==> config.mk <==
export PLATFORM = sky130hd
export DESIGN_NAME = spi_reg_master
export DESIGN_NICKNAME = d
export VERILOG_FILES = /design/src/rtl/spi_reg_master.sv
export SDC_FILE = /design/constraint.sdc
export NUM_CORES = 1
export LEC_CHECK = 0
export ABC_AREA = 0
export CORE_MARGIN = 5
export CORE_UTILIZATION = 45
export DETAILED_ROUTE_END_ITERATION = 6
export GPL_TIMING_DRIVEN = 1
export PLACE_DENSITY = 0.66
export SLEW_MARGIN = 10
export SYNTH_ARGS = -nofsm -noshare
export SYNTH_HDL_FRONTEND = slang
export SYNTH_SLANG_ARGS = --single-unit
==> constraint.sdc <==
create_clock -name i_clk -period 4.4 [get_ports i_clk]
set_input_delay 1.32 -clock i_clk [delete_from_list [all_inputs] [get_ports i_clk]]
set_output_delay 1.32 -clock i_clk [all_outputs]
set_load 0.05 [all_outputs]
==> src/rtl/spi_reg_master.sv <==
// SPI frame master for the raybox register/vector ports: shifts a 4-bit command followed by
// 0..24 payload bits out in SPI mode 0, then holds chip select high for a fixed gap before
// reporting completion.
module spi_reg_master #(
    parameter int unsigned HALF_PER = 2,
    parameter int unsigned GAP      = 4
) (
    input  logic        i_clk,
    input  logic        i_reset_n,
    input  logic        i_start,
    input  logic [3:0]  i_cmd,
    input  logic [23:0] i_data,
    input  logic [4:0]  i_len,
    output logic        o_busy,
    output logic        o_done,
    output logic        o_csb,
    output logic        o_sclk,
    output logic        o_mosi
);

    localparam logic [7:0] HalfLoad = 8'(HALF_PER - 1);
    localparam logic [7:0] GapLoad  = 8'(GAP - 1);
    localparam logic [4:0] MaxLen   = 5'd24;

    typedef enum logic [2:0] {
        StIdle,
        StLead,
        StHigh,
        StLow,
        StTrail,
        StGap
    } state_e;

    state_e      state_q, state_d;
    logic [7:0]  hcnt_q, hcnt_d;     // cycles left in the current half-period
    logic [4:0]  bcnt_q, bcnt_d;     // frame bits left, including the one on o_mosi
    logic [7:0]  gcnt_q, gcnt_d;     // cycles left in the post-frame gap
    logic [27:0] shreg_q, shreg_d;   // frame, MSB is the bit currently on o_mosi
    logic        csb_q, csb_d;
    logic        sclk_q, sclk_d;
    logic        mosi_q, mosi_d;
    logic        busy_q, busy_d;
    logic        done_q, done_d;

    logic [4:0]  len_clamped;
    logic [23:0] data_aligned;
    logic [27:0] frame_load;

    // Clamp the payload length and left-align the payload so the frame always leaves from bit 27.
    always_comb begin
        len_clamped  = (i_len > MaxLen) ? MaxLen : i_len;
        data_aligned = i_data << (MaxLen - len_clamped);
        frame_load   = {i_cmd, data_aligned};
    end

    // Next-state and registered-output computation for the frame sequencer.
    always_comb begin
        state_d = state_q;
        hcnt_d  = hcnt_q;
        bcnt_d  = bcnt_q;
        gcnt_d  = gcnt_q;
        shreg_d = shreg_q;
        csb_d   = csb_q;
        sclk_d  = sclk_q;
        mosi_d  = mosi_q;
        busy_d  = busy_q;
        done_d  = 1'b0;

        case (state_q)
            StIdle: begin
                if (i_start) begin
                    state_d = StLead;
                    hcnt_d  = HalfLoad;
                    bcnt_d  = 5'd4 + len_clamped;
                    shreg_d = frame_load;
                    csb_d   = 1'b0;
                    sclk_d  = 1'b0;
                    mosi_d  = frame_load[27];
                    busy_d  = 1'b1;
                end
            end

            StLead: begin
                if (hcnt_q == 8'd0) begin
                    state_d = StHigh;
                    hcnt_d  = HalfLoad;
                    sclk_d  = 1'b1;
                end else begin
                    hcnt_d = hcnt_q - 8'd1;
                end
            end

            StHigh: begin
                if (hcnt_q == 8'd0) begin
                    sclk_d = 1'b0;
                    hcnt_d = HalfLoad;
                    if (bcnt_q == 5'd1) begin
                        state_d = StTrail;
                    end else begin
                        // Next bit goes out together with the falling edge, never on a rise.
                        state_d = StLow;
                        shreg_d = {shreg_q[26:0], 1'b0};
                        mosi_d  = shreg_q[26];
                        bcnt_d  = bcnt_q - 5'd1;
                    end
                end else begin
                    hcnt_d = hcnt_q - 8'd1;
                end
            end

            StLow: begin
                if (hcnt_q == 8'd0) begin
                    state_d = StHigh;
                    hcnt_d  = HalfLoad;
                    sclk_d  = 1'b1;
                end else begin
                    hcnt_d = hcnt_q - 8'd1;
                end
            end

            StTrail: begin
                if (hcnt_q == 8'd0) begin
                    state_d = StGap;
                    csb_d   = 1'b1;
                    mosi_d  = 1'b0;
                    gcnt_d  = GapLoad;
                    // A one-cycle gap is also its own final cycle.
                    if (GapLoad == 8'd0) begin
                        done_d = 1'b1;
                        busy_d = 1'b0;
                    end
                end else begin
                    hcnt_d = hcnt_q - 8'd1;
                end
            end

            StGap: begin
                if (gcnt_q == 8'd0) begin
                    state_d = StIdle;
                end else begin
                    gcnt_d = gcnt_q - 8'd1;
                    if (gcnt_q == 8'd1) begin
                        done_d = 1'b1;
                        busy_d = 1'b0;
                    end
                end
            end

            default: begin
                state_d = StIdle;
                csb_d   = 1'b1;
                sclk_d  = 1'b0;
                mosi_d  = 1'b0;
                busy_d  = 1'b0;
            end
        endcase
    end

    // State and output registers; reset aborts any frame in flight without a done pulse.
    always_ff @(posedge i_clk) begin
        if (!i_reset_n) begin
            state_q <= StIdle;
            hcnt_q  <= 8'd0;
            bcnt_q  <= 5'd0;
            gcnt_q  <= 8'd0;
            shreg_q <= 28'd0;
            csb_q   <= 1'b1;
            sclk_q  <= 1'b0;
            mosi_q  <= 1'b0;
            busy_q  <= 1'b0;
            done_q  <= 1'b0;
        end else begin
            state_q <= state_d;
            hcnt_q  <= hcnt_d;
            bcnt_q  <= bcnt_d;
            gcnt_q  <= gcnt_d;
            shreg_q <= shreg_d;
            csb_q   <= csb_d;
            sclk_q  <= sclk_d;
            mosi_q  <= mosi_d;
            busy_q  <= busy_d;
            done_q  <= done_d;
        end
    end

    assign o_busy = busy_q;
    assign o_done = done_q;
    assign o_csb  = csb_q;
    assign o_sclk = sclk_q;
    assign o_mosi = mosi_q;

endmodule
Yosys cells after proc, flatten, opt, wreduce, memory -nomap -nowiden

Cells that the tools add are included.

Bits in registers: 56
Output and inout port bits: 5
Logic and storage cells: 97

Add/sub/neg operators: 5
Order comparisons: 1
Eq/ne operators: 16
Shift operators: 1
Mux-type cells: 37
Bitwise operators: 6
Reduce and logical (&&, ||, !) cells: 21

Operators with widths:

| operator                                                              | number |
|---|---|
| 27-bit two-way mux                                                    | 3 |
| 27-bit one-hot mux with 2 select lines                                | 1 |
| 8-bit two-way mux                                                     | 5 |
| 8-bit one-hot mux with 3 select lines                                 | 1 |
| 24-bit by 5-bit << shifter with 24-bit output                         | 1 |
| 5-bit two-way mux                                                     | 4 |
| 3-bit two-way mux                                                     | 6 |
| 8-bit logical NOT                                                     | 2 |
| 2-bit != test, second input constant                                  | 8 |
| 8-bit one-hot mux with 2 select lines                                 | 1 |
| 8-bit by 1-bit subtractor with 8-bit output, second input constant    | 2 |
| 3-bit one-hot mux with 5 select lines                                 | 1 |
| 4-bit AND reduction                                                   | 3 |
| 1-bit two-way mux                                                     | 10 |
| 5-bit one-hot mux with 2 select lines                                 | 1 |
| 5-bit AND reduction                                                   | 2 |
| 3-bit AND reduction                                                   | 3 |
| 3-bit OR reduction                                                    | 3 |
| 8-bit by 1-bit equality test with 1-bit output, second input constant | 1 |
| 1-bit one-hot mux with 4 select lines                                 | 2 |
| 4-bit OR reduction                                                    | 2 |
| 3-bit by 2-bit equality test with 1-bit output, second input constant | 2 |
| 3-bit equality test, second input constant                            | 2 |
| 1-bit NOT                                                             | 6 |
| 12 further kinds                                                      | 15 |

Logic depth before layout (Yosys ltp)

Depth after elaboration: 6
Mapped depth: 14
Mapped depth without buffers: 10

Worst setup path after synthesis

OpenSTA, ideal clock, no wires.

Path kind: input to register
Start point: input port i_len[0]
End point: register shreg_q[17]
Library setup time: 0.091 ns
Arrival time: 4.006 ns
Slack: 0.303 ns
Stages: 13
Cells stage by stage: buf_2 > a21boi_0 > buf_4 > inv_1 > buf_2 > ha_1 > buf_2 > xnor2_2 > buf_4 > mux2i_1 > mux2i_1 > mux2_2 > a311oi_1

Word-level cells in the longest chain between the ends: 6

RTL lines:

| what                                            | line | text |
|---|---|---|
| start: declaration                              | 13   | `input logic [4:0] i_len,` |
| 5-bit greater-than comparator                   | 51   | `len_clamped = (i_len > MaxLen) ? MaxLen : i_len;` |
| 5-bit two-way mux *                             | 51   |  |
| 5-bit subtractor *                              | 52   | `data_aligned = i_data << (MaxLen - len_clamped);` |
| 24-bit by 5-bit << shifter with 24-bit output * | 52   |  |
| 27-bit two-way mux *                            | 71   | `if (i_start) begin` |
| 27-bit one-hot mux with 2 select lines *        | 69   | `case (state_q)` |
| end signal: assignment                          | 177  | `shreg_q <= shreg_d;` |
| end: declaration                                | 38   | `logic [27:0] shreg_q, shreg_d;` |

Mark *: on every way between the ends. The rest lies on a longest branch, timed or not. The select of a mux whose other input is x is not followed.
A chain may end at the register's enable or synchronous reset.

Worst setup path in the final report

Start point: input port i_len[0]
End point: register shreg_q[10]

The elaborated chain is that of the path after synthesis.

==> flow_summary.yaml <==
final_layout:
  final_core_util: 0.5283
  fin_cells: 640
  nFillCells: 828
  nets: 575
  syn2layout_area_growth_pct: 14.53
  antenna_cells: 0
  layout-drive-gt1-share: 0.08083
timing:
  tightest_slew_ns: 1.097
  hold_viol_final: 0
  fmax_ghz: 0.2608
  grt_setup_unrepaired: "false"
  fin_crit_sh: 0.8715
  relSlewSlack: 0.2689
  slew_viol_final: 0
  setup_viol: 0
  fin_skew_ns: 0.01444
  final.min_clock_period_ns: 3.835
  tns_ns: 0
run_status:
  status: "completed"
placed_design:
  place.gp.congestion: 0.9224
  dp.cells: 632
  dpl.hpwl_um: 7264
  port_buffers: 40
grt:
  grt_overflow: 0
  antenna_found_initial: 0
  grt_pass1_vias: 3510
  grt_pass1_wl_um: 16750
  track_usage: 0.1787
  grt_max_degree: 35
yosys:
  synthArstFlopShare: 0
  synth_most_common_cell: "nor2_1"
  avgSynthCellArea_um2: 7.950
  synth-edff-count: 0
  netlist_instances: 506
  synth.top_cell.area_share: 0.2787
  yosys_warnings: 0
  synth_seq_area_share: 0.2787
  ys_types: 65
  synthesis.area_um2: 4023
  ys_top_cells_by_count: "62 x nor2_1, 56 x dfxtp_1, 56 x mux2i_1, 47 x nand2_1, 38 x o21ai_0"
  synth_top_area_cell: "dfxtp_1"
  ys.flop_type: "dfxtp_1"
  ys_ff_latch: 56
  synth_nets: 550
  synthTopCellsByArea: "dfxtp_1 28%, mux2i_1 14%, nor2_1 5.8%, o21ai_0 4.7%, nand2_1 4.4%"
floorplanning:
  die_h_um: 104.5
  start_util: 0.4613
  die_w_um: 104.5
  row_count: 34
  die_area_um2: 10930
  core-area_um2: 8721
  num_io_pins: 41
setup_path:
  cp_top_family: "compound AO/OA/AOI/OAI gates"
  path_buf_inv: 3
  critPathKind: "in2reg"
  cpMostUsedCell: "nand2b_1"
  crit_path_end_kind: "register"
  r2r_slack_ns: 1.37
  worstPathArrival_ns: 3.99
  worst_path_max_delay_cell: "clkdlybuf4s50_1"
  cp_max_fo: 11
  max_stage_delay_ns: 0.60
  worstPathRequired_ns: 4.56
  path_cells: "clkdlybuf4s50_1 -> a21boi_2 -> inv_1 -> ha_1 -> buf_4 -> nand2b_1 -> a22o_1 -> nand2b_1 -> nor2_1 -> and3_1 -> a2111oi_0 -> nor3_1"
  cp-start-kind: "input port"
detailed_routing:
  antenna_left: 0
  firstDrtPassIters: 4
  vias_per_cell: 5.956
  drtIter0Drc: 254
  wl_per_cell_um: 15.70
  wl_um: 10050
  route.detailed.drc: 0
  via_count: 3812
clock_tree:
  clk_pin_slew_ns: 0.10
  cts_max_level: 2
  cts_sinks: 56
  post_cts_buffers: 0
  cts_tree: "yes"
  cts_resized: 0
  clk_latency_ns: 0.32
  holdBufCountCts: 0
  clockBufferDepth: 2
  cts_buffers: 5
  clockRootBuffer: "clkbuf_8"
pwr:
  powerDensity_nw_per_um2: 531.5
  p_leak_uw: 0.001785
  power_uw: 2449
  vdd_drop_max_mv: 0.2253
run:
  cap_violations: 0
hold_path:
  holdCritPathClass: "reg2reg"
flip-flops by register name, summed over array words and instances (netlist names):
signal   cells
o_done       1
bcnt_q       5
gcnt_q       8
o_csb        1
shreg_q     27
o_mosi       1
o_busy       1
o_sclk       1
state_q      3
hcnt_q       8
metrics by stage:
step	cell area, um2	setup slack (ns)	hold slack [ns]
floorplan	4023	0.3027	0.4320
global placement	4517	0.3544	0.4489
detailed placement	4517	0.2448	0.4483
CTS	4607	0.5838	0.4632
global route	4607	0.3855	0.4977
finish	4607	0.5655	0.4629
area by class of cell:
type	instances	area (um2)	share of cell area
well taps	108	135.1	0.02933
clock buffers	5	68.82	0.01494
inverters	10	37.54	0.008148
multi-input cells	403	2698	0.5856
flip-flops and latches	56	1121	0.2433
repair buffers	55	525.5	0.1141
clock inverters	3	21.27	0.004617
layout by cell type, fill, tap and decap left out, types with 3 or more instances in the layout:
cell              n
mux4_2            4
a211oi_1         11
nor4_1            8
and2_1            3
dfxtp_1          56
nand4_1           3
xnor2_1           6
mux2i_1          56
nand3_1           8
o22ai_1           6
nand2_1          47
o21ai_0          38
buf_4            14
nor2_1           62
and3_1            4
a31oi_1           6
a311oi_1          6
a221oi_1          6
inv_1             9
clkdlybuf4s50_1  40
a21oi_1          24
xor2_1            6
or3_1             7
nor2b_1           4
o211ai_1         13
ha_1              8
clkbuf_8          5
nor3_1           15
nand2b_1          9
o211a_1           3
worst register-to-register path, stage by stage (launching register included):
cell      delay [ns]
dfxtp_1         0.55
nor2_1          0.26
and2_1          0.89
a31o_2          0.69
o21ai_0         0.22
a221oi_1        0.32
path summary, 6_finish.rpt:
kind / startpoint / to / depth (start not counted)
min: shreg_q[0] / shreg_q[0] / 2
max reg2reg: state_q[2] / shreg_q[22] / 5
max: i_len[0] / shreg_q[10] / 12
min reg2reg: shreg_q[0] / shreg_q[0] / 2
layer usage:
metal | global-route usage | part of all wire | vias to the layer above
li1 | - | - | 1917
met1 | 0.2434 | 0.47 | 1791
met2 | 0.2855 | 0.47 | 89
met3 | 0.03453 | 0.047 | 15
met4 | 0.05643 | 0.014 | 0
met5 | 0 | 0 | -
power breakdown:
part	internal, uW	total (uW)	leakage (uW)	switching (uW)
clock network	114	296	0.0000445	182
logic	549	1300	0.00128	754
registers	681	849	0.000460	169
cells by family after synthesis:
logic type / Yosys count / synth area share
and+or+nand+nor: 182 / 0.2202
AOI/OAI and AO/OA: 139 / 0.2299
buffers and inverters: 47 / 0.05163
xor gates and xnor gates: 13 / 0.03017
adders and majority gates: 8 / 0.02488
DFF: 56 / 0.2787
muxes: 61 / 0.1645
Note: power is estimated with default switching activity, not from simulation.
